[src/rtl/fib_seq_engine_pkg.sv]
// fib_pkg: shared state and mode types for fib_seq_engine.
package fib_pkg;
  typedef enum logic {IDLE, RUN} fib_state_e;
  typedef enum logic {FIB_SINGLE, FIB_STREAM} fib_mode_e;
endpackage

[src/rtl/fib_seq_engine_if.sv]
// fib_seq_engine_if: request strobe plus valid/ready term stream of fib_seq_engine.
interface fib_seq_engine_if #(parameter int WIDTH = 32, parameter int N_WIDTH = 8);
  logic               start;
  logic [N_WIDTH-1:0] n;
  logic               mode;
  logic               ready;
  logic               out_valid;
  logic               out_ready;
  logic [WIDTH-1:0]   out;
  logic [N_WIDTH-1:0] out_index;
  logic               out_last;
  logic               overflow;
  modport master (
    output start, n, mode, out_ready,
    input  ready, out_valid, out, out_index, out_last, overflow
  );
  modport slave (
    input  start, n, mode, out_ready,
    output ready, out_valid, out, out_index, out_last, overflow
  );
endinterface

[src/rtl/fib_seq_engine_adder.sv]
// fib_adder: WIDTH-bit a+b with carry out; saturates to all-ones when FIB_SATURATE_EN is defined.
module fib_adder #(parameter int WIDTH = 32) (
  input  logic [WIDTH-1:0] i_a,
  input  logic [WIDTH-1:0] i_b,
  output logic [WIDTH-1:0] o_sum,
  output logic             o_carry
);
  logic [WIDTH:0] w_full;
  assign w_full  = {1'b0, i_a} + {1'b0, i_b};
  assign o_carry = w_full[WIDTH];
`ifdef FIB_SATURATE_EN
  assign o_sum = o_carry ? '1 : w_full[WIDTH-1:0];
`else
  assign o_sum = w_full[WIDTH-1:0];
`endif
endmodule

[src/rtl/fib_seq_engine.sv]
// fib_seq_engine: Fibonacci term engine returning F(n) or F(0)..F(n) over valid/ready.
// Build option FIB_SATURATE_EN selects saturating instead of wrapping addition.
module fib_seq_engine
  import fib_pkg::*;
#(
  parameter int WIDTH   = 32,
  parameter int N_WIDTH = 8
) (
  input  logic              clk,
  input  logic              reset,
  fib_seq_engine_if.slave   bus
);
  fib_state_e         r_state, w_next;
  fib_mode_e          r_mode;
  logic [WIDTH-1:0]   r_a, r_b, w_sum;
  logic [N_WIDTH-1:0] r_k, r_n;
  logic               r_a_ovf, r_b_ovf, w_carry;
  logic               w_run, w_last, w_valid, w_adv, w_accept;
  fib_adder #(.WIDTH(WIDTH)) u_add (
    .i_a     (r_a),
    .i_b     (r_b),
    .o_sum   (w_sum),
    .o_carry (w_carry)
  );
  assign w_run    = r_state == RUN;
  assign w_last   = w_run && r_k == r_n;
  assign w_valid  = w_run && (r_mode == FIB_STREAM || w_last);
  assign w_adv    = w_run && (!w_valid || bus.out_ready);
  assign w_accept = !w_run && bus.start;
  always_ff @(posedge clk)
    r_state <= reset ? IDLE : w_next;
  always_comb begin
    w_next = r_state;
    if (w_accept)
      w_next = RUN;
    else if (w_adv && w_last)
      w_next = IDLE;
  end
  // b runs one term ahead of a, so overflow of b is handed to a on each step
  always_ff @(posedge clk) begin
    if (reset) begin
      r_a     <= '0;
      r_b     <= '0;
      r_k     <= '0;
      r_n     <= '0;
      r_mode  <= FIB_SINGLE;
      r_a_ovf <= 1'b0;
      r_b_ovf <= 1'b0;
    end else if (w_accept) begin
      r_a     <= '0;
      r_b     <= WIDTH'(1);
      r_k     <= '0;
      r_n     <= bus.n;
      r_mode  <= fib_mode_e'(bus.mode);
      r_a_ovf <= 1'b0;
      r_b_ovf <= 1'b0;
    end else if (w_adv && !w_last) begin
      r_a     <= r_b;
      r_b     <= w_sum;
      r_a_ovf <= r_b_ovf;
      r_b_ovf <= r_a_ovf | r_b_ovf | w_carry;
      r_k     <= r_k + 1'b1;
    end
  end
  assign bus.ready     = !w_run;
  assign bus.out_valid = w_valid;
  assign bus.out       = w_run ? r_a : '0;
  assign bus.out_index = w_run ? r_k : '0;
  assign bus.out_last  = w_last;
  assign bus.overflow  = w_run && r_a_ovf;
endmodule

[src/flat_wrapper.sv]
// flat-port wrapper written by rule: the top's interface ports become plain ports
module fib_seq_engine_flat import fib_pkg::*;
#(
  parameter int WIDTH   = 32,
  parameter int N_WIDTH = 8
)
  (clk, reset, bus_start, bus_n, bus_mode, bus_out_ready, bus_ready, bus_out_valid, bus_out, bus_out_index, bus_out_last, bus_overflow);
  fib_seq_engine_if #(.WIDTH(WIDTH), .N_WIDTH(N_WIDTH)) bus_i ();
  input  logic clk;
  input  logic reset;
  input wire logic [$bits(bus_i.start)-1:0] bus_start;
  input wire logic [$bits(bus_i.n)-1:0] bus_n;
  input wire logic [$bits(bus_i.mode)-1:0] bus_mode;
  input wire logic [$bits(bus_i.out_ready)-1:0] bus_out_ready;
  output wire logic [$bits(bus_i.ready)-1:0] bus_ready;
  output wire logic [$bits(bus_i.out_valid)-1:0] bus_out_valid;
  output wire logic [$bits(bus_i.out)-1:0] bus_out;
  output wire logic [$bits(bus_i.out_index)-1:0] bus_out_index;
  output wire logic [$bits(bus_i.out_last)-1:0] bus_out_last;
  output wire logic [$bits(bus_i.overflow)-1:0] bus_overflow;
  assign bus_i.start = bus_start;
  assign bus_i.n = bus_n;
  assign bus_i.mode = bus_mode;
  assign bus_i.out_ready = bus_out_ready;
  assign bus_ready = bus_i.ready;
  assign bus_out_valid = bus_i.out_valid;
  assign bus_out = bus_i.out;
  assign bus_out_index = bus_i.out_index;
  assign bus_out_last = bus_i.out_last;
  assign bus_overflow = bus_i.overflow;
  fib_seq_engine #(.WIDTH(WIDTH), .N_WIDTH(N_WIDTH)) u_core (.clk(clk), .reset(reset), .bus(bus_i));
endmodule
[config.mk]
export PLATFORM = sky130hd
export DESIGN_NAME = fib_seq_engine_flat
export DESIGN_NICKNAME = d
export VERILOG_FILES = /design/src/rtl/fib_seq_engine_pkg.sv /design/src/rtl/fib_seq_engine_if.sv /design/src/rtl/fib_seq_engine_adder.sv /design/src/rtl/fib_seq_engine.sv /design/src/flat_wrapper.sv
export SDC_FILE = /design/constraint.sdc
export NUM_CORES = 1
export LEC_CHECK = 0
export CAP_MARGIN = 0
export CORE_MARGIN = 3
export CORE_UTILIZATION = 25
export CTS_CLUSTER_SIZE = 10
export DETAILED_ROUTE_END_ITERATION = 8
export PLACE_DENSITY = 0.52
export SETUP_SLACK_MARGIN = 0.15
export SYNTH_ARGS = -nofsm -noshare
export SYNTH_HDL_FRONTEND = slang
export SYNTH_SLANG_ARGS = --single-unit
[constraint.sdc]
create_clock -name clk -period 3.77 [get_ports clk]
set_clock_uncertainty 0.2 [all_clocks]
set_input_delay 0.9425 -clock clk [delete_from_list [all_inputs] [get_ports clk]]
set_output_delay 0.9425 -clock clk [all_outputs]
set_load 0.005 [all_outputs]
# Yosys cells after proc, flatten, opt, wreduce, memory -nomap -nowiden
# Cells that the tools add are included.
# word_totals
output_inout_bits,44
inputBits,13
register_bits,84
elab_cells,35
# classes
n_bitwise,2
n_addsub,2
muxes,6
eq_ne,1
n_reduce_logical,15
# ops
op,n
$add 32x32->33,1
$mux 32,1
$add 8x1->8 const B,1
$eq 8x8->1,1
$mux 8,1
$logic_and 1x1->1,7
$mux 1,4
$reduce_bool 2->1,2
$logic_not 1->1,3
$logic_or 1x1->1,2
$or 1x1->1,2
$reduce_or 2->1,1

# Logic depth before layout (Yosys ltp)
# depth
word_depth,10
mapped_depth,10
mapped_depth_nobuf,10

# Modules after synthesis
# Synthesis repeated with hierarchy kept, for this count alone.
# hier_totals
cells_unflattened,681
area_unflattened_um2,5582.9
# by_module_without_submodules
mod,cells_each,n_inst,area_per_inst_um2
fib_seq_engine,409,1,3656.0
fib_adder,272,1,1926.8

# Worst setup path after synthesis
# OpenSTA, ideal clock, no wires.
# synth_path
kind,register to register
start,reg u_core.r_b[0]
end,reg u_core.r_b[24]
path_stages_with_launch,11
period_less_slack_ns,2.567
setup_slack_ns,1.203
path_buffers,0
setup_time_ns,0.122
t_arrival_ns,2.245
required_time_ns,3.448
path_cell_list,dfxtp_1 ha_1 fa_1 a21oi_1 o211ai_1 o211a_1 a2bb2oi_2 a31o_4 nand4_2 mux2i_1 a311o_1
# synth_between
elab_chain_cells,1
# synth_lines
item,line,text
start: declaration,fib_seq_engine.sv:15,"logic [WIDTH-1:0] r_a, r_b, w_sum;"
start signal: assignment,fib_seq_engine.sv:59,r_b <= w_sum;
$add 32x32->33,fib_seq_engine_adder.sv:9,"assign w_full = {1'b0, i_a} + {1'b0, i_b};"
# No other way between the ends.
# A chain may end at the register's enable or synchronous reset.

# Worst setup path in the final report
# layout_path
start,reg u_core.r_k[1]
end,out bus_out_valid
# layout_between
elab_chain_cells,4
# layout_lines
item,line,text
start: declaration,fib_seq_engine.sv:16,"logic [N_WIDTH-1:0] r_k, r_n;"
start signal: assignment,fib_seq_engine.sv:62,r_k <= r_k + 1'b1;
$eq 8x8->1,fib_seq_engine.sv:26,assign w_last = w_run && r_k == r_n;
$logic_and 1x1->1,fib_seq_engine.sv:26,
$logic_or 1x1->1,fib_seq_engine.sv:27,assign w_valid = w_run && (r_mode == FIB_STREAM || w_last);
$logic_and 1x1->1,fib_seq_engine.sv:27,
end: declaration,flat_wrapper.sv:16,output wire logic [$bits(bus_i.out_valid)-1:0] bus_out_valid;
# No other way between the ends.

==> flow_summary.yaml <==
layout:
  instances_no_fill: 985
  drive_above_1_share_pct: 5.14
  diodes: 0
  design_area_mm2: 0.00632
  synthToLayoutAreaGrowth_pct: 22.8
  n_fill_cell: 2145
  utilization_pct: 31.8
  nNetsFinal: 762
grt:
  first_global_vias: 4559
  grt_pass1_wl_mm: 22.4
  grt.overflow.total: 0
  grt_antenna_before_repair: 0
  grt.total_usage_pct: 12.2
  grt_max_degree: 67
floorplan:
  die_area_mm2: 0.0223
  dieHeight_um: 149
  start_util_pct: 25.9
  design.core.area_mm2: 0.0198
  rows: 51
  io_pins: 57
  die_w_um: 149
logic_synthesis:
  yosysUniqueCellTypes: 54
  ys_ff_latch: 84
  ys_top_cells_by_area: "dfxtp_1 (33%), nand2_1 (10%), a21oi_1 (8.5%)"
  ys_seq_area_share_pct: 32.7
  synth_edf_count: 0
  syn_inst: 679
  syn_area_per_cell_um2: 7.58
  synth_nets: 726
  async_flop_share_pct: 0
  mappedNetlistArea_mm2: 0.00514
  yosysTopAreaCell: "dfxtp_1"
  yosys_warnings: 0
  ys.flop_type: "dfxtp_1"
  synth_top_area_share_pct: 32.7
route:
  drt-total-wl_mm: 13.4
  via_per_inst: 4.75
  drt_iter0_markers: 196
  dr_total_vias: 4677
  wl_met3_um: 533
  first_pass_iters: 5
  post_drt_wl_per_cell_um: 13.6
  wl_met2_mm: 5.98
  drc_errors: 0
  dr.max_layer_used: "met4"
  wl_met1_mm: 6.74
  drtAntennaViolNets: 0
setup_path:
  cp.arrival_ns: 2.05
  r2r_setup_slack_ns: 0.83
  crit_family: "simple AND/OR/NAND/NOR gates"
  crit_type: "flop to output port"
  max_stage_delay_ns: 0.50
  timing.rr.end: "u_core.r_b[30]"
  cp.required_ns: 2.63
  rr_worst_depth: 10
  crit_slowest_cell: "clkdlybuf4s50_1"
  path_cells: "xnor2_1 -> nand4_1 -> nor2_1 -> nor2_1 -> nor2_1 -> clkdlybuf4s50_1"
  critPathMaxFanout: 6
  timing.rr.start: "u_core.r_b[0]"
  cp_common_cell: "nor2_1"
  cp-start-kind: "flop"
  end_kind: "output port"
  path_buf_inv: 1
sta:
  tns_ns: 0
  hold_viol_final: 0
  worstMarginPinSlew_ns: 1.04
  max_slew_margin_pct: 30.5
  holdWs_ns: 0.272
  setup_ws_ns: 0.581
  drv_slew: 0
  rsz0062_at_grt: "false"
  fmax_mhz: 314
  fin_crit_ns: 3.19
  fin_crit_sh_pct: 84.6
  setup_viol: 0
power:
  switching_share_pct: 27.2
  p_total_mw: 2.06
  switching_power_mw: 0.561
  vdd_drop_max_v: 0.000211
  power_density_mw_per_mm2: 326
  seqPwrFrac_pct: 44.1
  clkPwrFrac_pct: 46.4
  power_leakage_nw: 2.43
  power_frac_comb_pct: 9.5
  internal_power_mw: 1.50
cts:
  insertion_delay_ns: 0.36
  cts_buffer_depth: 2
  post_cts_resized: 0
  htreeDepth: 3
  clkSinkCount: 84
  clk_root_buffer_cell: "clkbuf_16"
  cts-hold-fix-buffers: 0
  cts_made_buffers: 9
  path_clk_slew_ns: 0.07
  post_cts_buffers: 0
  cts_tree: "built"
min_path:
  worstHoldStart: "u_core.r_n[1]"
  hold_path_class: "flop to flop"
  hold_path_end: "u_core.r_n[1]"
  holdPathStages: 2
job:
  maxCapViolCount: 0
place:
  io_buffers: 56
  placed_cells: 969
  place.gp.congestion: 0.813
  placed_cell_area_mm2: 0.00601
  dp_hpwl_mm: 9.49
  place_ws_ns: 0.744
outcome:
  status: "completed"
-- flip-flops by register name, summed over array words and instances (netlist names) --
register and cells:
u_core.r_b_ovf 1, u_core.r_b 32, u_core.r_a_ovf 1, u_core.r_state 1, u_core.r_a 32, u_core.r_k 8, u_core.r_mode 1, u_core.r_n 8
-- how the worst max path moves through the flow --
stage | start | endpoint | slack [ns] | cells after the start
after CTS | u_core.r_k[1] | bus_out_valid | 0.56 | 6
after global placement | bus_start | u_core.r_b[19] | 0.78 | 8
after global routing | u_core.r_k[1] | bus_out_valid | 0.43 | 6
after floorplan | u_core.r_b[0] | u_core.r_b[24] | 1.20 | 10
after detailed placement | bus_start | u_core.r_b[19] | 0.74 | 8
final | u_core.r_k[1] | bus_out_valid | 0.58 | 6
-- power by group through the flow --
stage               registers, mW  logic, mW  clock network [mW]
global placement            0.929      0.198                   0
finish                      0.908      0.195               0.955
CTS                         0.908      0.200               0.988
floorplan                   0.926      0.122                   0
detailed placement          0.929      0.199                   0
global route                0.910      0.221                1.02
-- cell usage after synthesis (10+ instances only) --
| cell type | instances |
|---|---|
| xnor2_1 | 21 |
| dfxtp_1 | 84 |
| nand4_1 | 12 |
| ha_1 | 33 |
| a21oi_1 | 87 |
| nand2_1 | 140 |
| nand3_1 | 30 |
| clkbuf_1 | 36 |
| and2_1 | 43 |
| a21o_1 | 19 |
| o21ai_0 | 16 |
| nor2_1 | 30 |
| xor2_1 | 13 |
| nor3_1 | 10 |
-- placed cells by master (no fill, tap or decap), types with 3 or more instances in the layout --
cell	n
nand2_1	140
o2111ai_1	3
a21o_1	19
dfxtp_1	84
clkbuf_16	9
a211oi_1	6
mux2i_1	3
and2_1	43
nor4_1	4
clkdlybuf4s50_1	56
inv_1	9
o211ai_1	3
nor2b_1	5
o21a_1	4
o21ai_0	16
ha_1	33
xnor2_1	21
xor2_1	13
buf_12	3
a211o_1	3
nand4_1	12
a21oi_1	87
a31oi_1	9
or4_1	3
and3_1	6
nor2_1	30
nand3b_1	3
buf_4	10
nand3_1	30
o21bai_1	3
nor3_1	10
inv_6	4
and4_1	3
-- routing by layer --
metal / GRT usage [%] / vias up
li1: - / 2451
met1: 16.5 / 2144
met2: 19.4 / 71
met3: 3.39 / 11
met4: 3.16 / 0
met5: 0 / -
-- area by class of cell --
class | instances | area, um^2 | area share [%]
clock buffers | 9 | 225 | 3.56
clock inverters | 7 | 87.6 | 1.39
inverters | 9 | 33.8 | 0.535
multi-input cells | 542 | 3260 | 51.6
flip-flops and latches | 84 | 1680 | 26.6
well taps | 265 | 332 | 5.25
repair buffers | 69 | 696 | 11.0
-- kinds of logic (layout without fill, tap and decap cells) --
group                    Yosys count  in the layout  synth area share, %
flip-flops                        84             84                 32.7
multiplexers                       3              3                0.584
buffers and inverters             53             94                 3.89
adder cells (fa/ha/maj)           34             34                 8.41
XOR/XNOR                          34             34                 5.79
AND/OR/NAND/NOR                  299            299                 27.7
AO/OA/AOI/OAI                    172            172                 20.9
-- tightest hold or removal path: cells and delay by family (launching register included) --
kind / cells / cell delay (ns)
AND/OR/NAND/NOR: 1 / 0.05
flip-flops: 1 / 0.32
AO/OA/AOI/OAI: 1 / 0.05
Power figures use the tool's default switching activity.
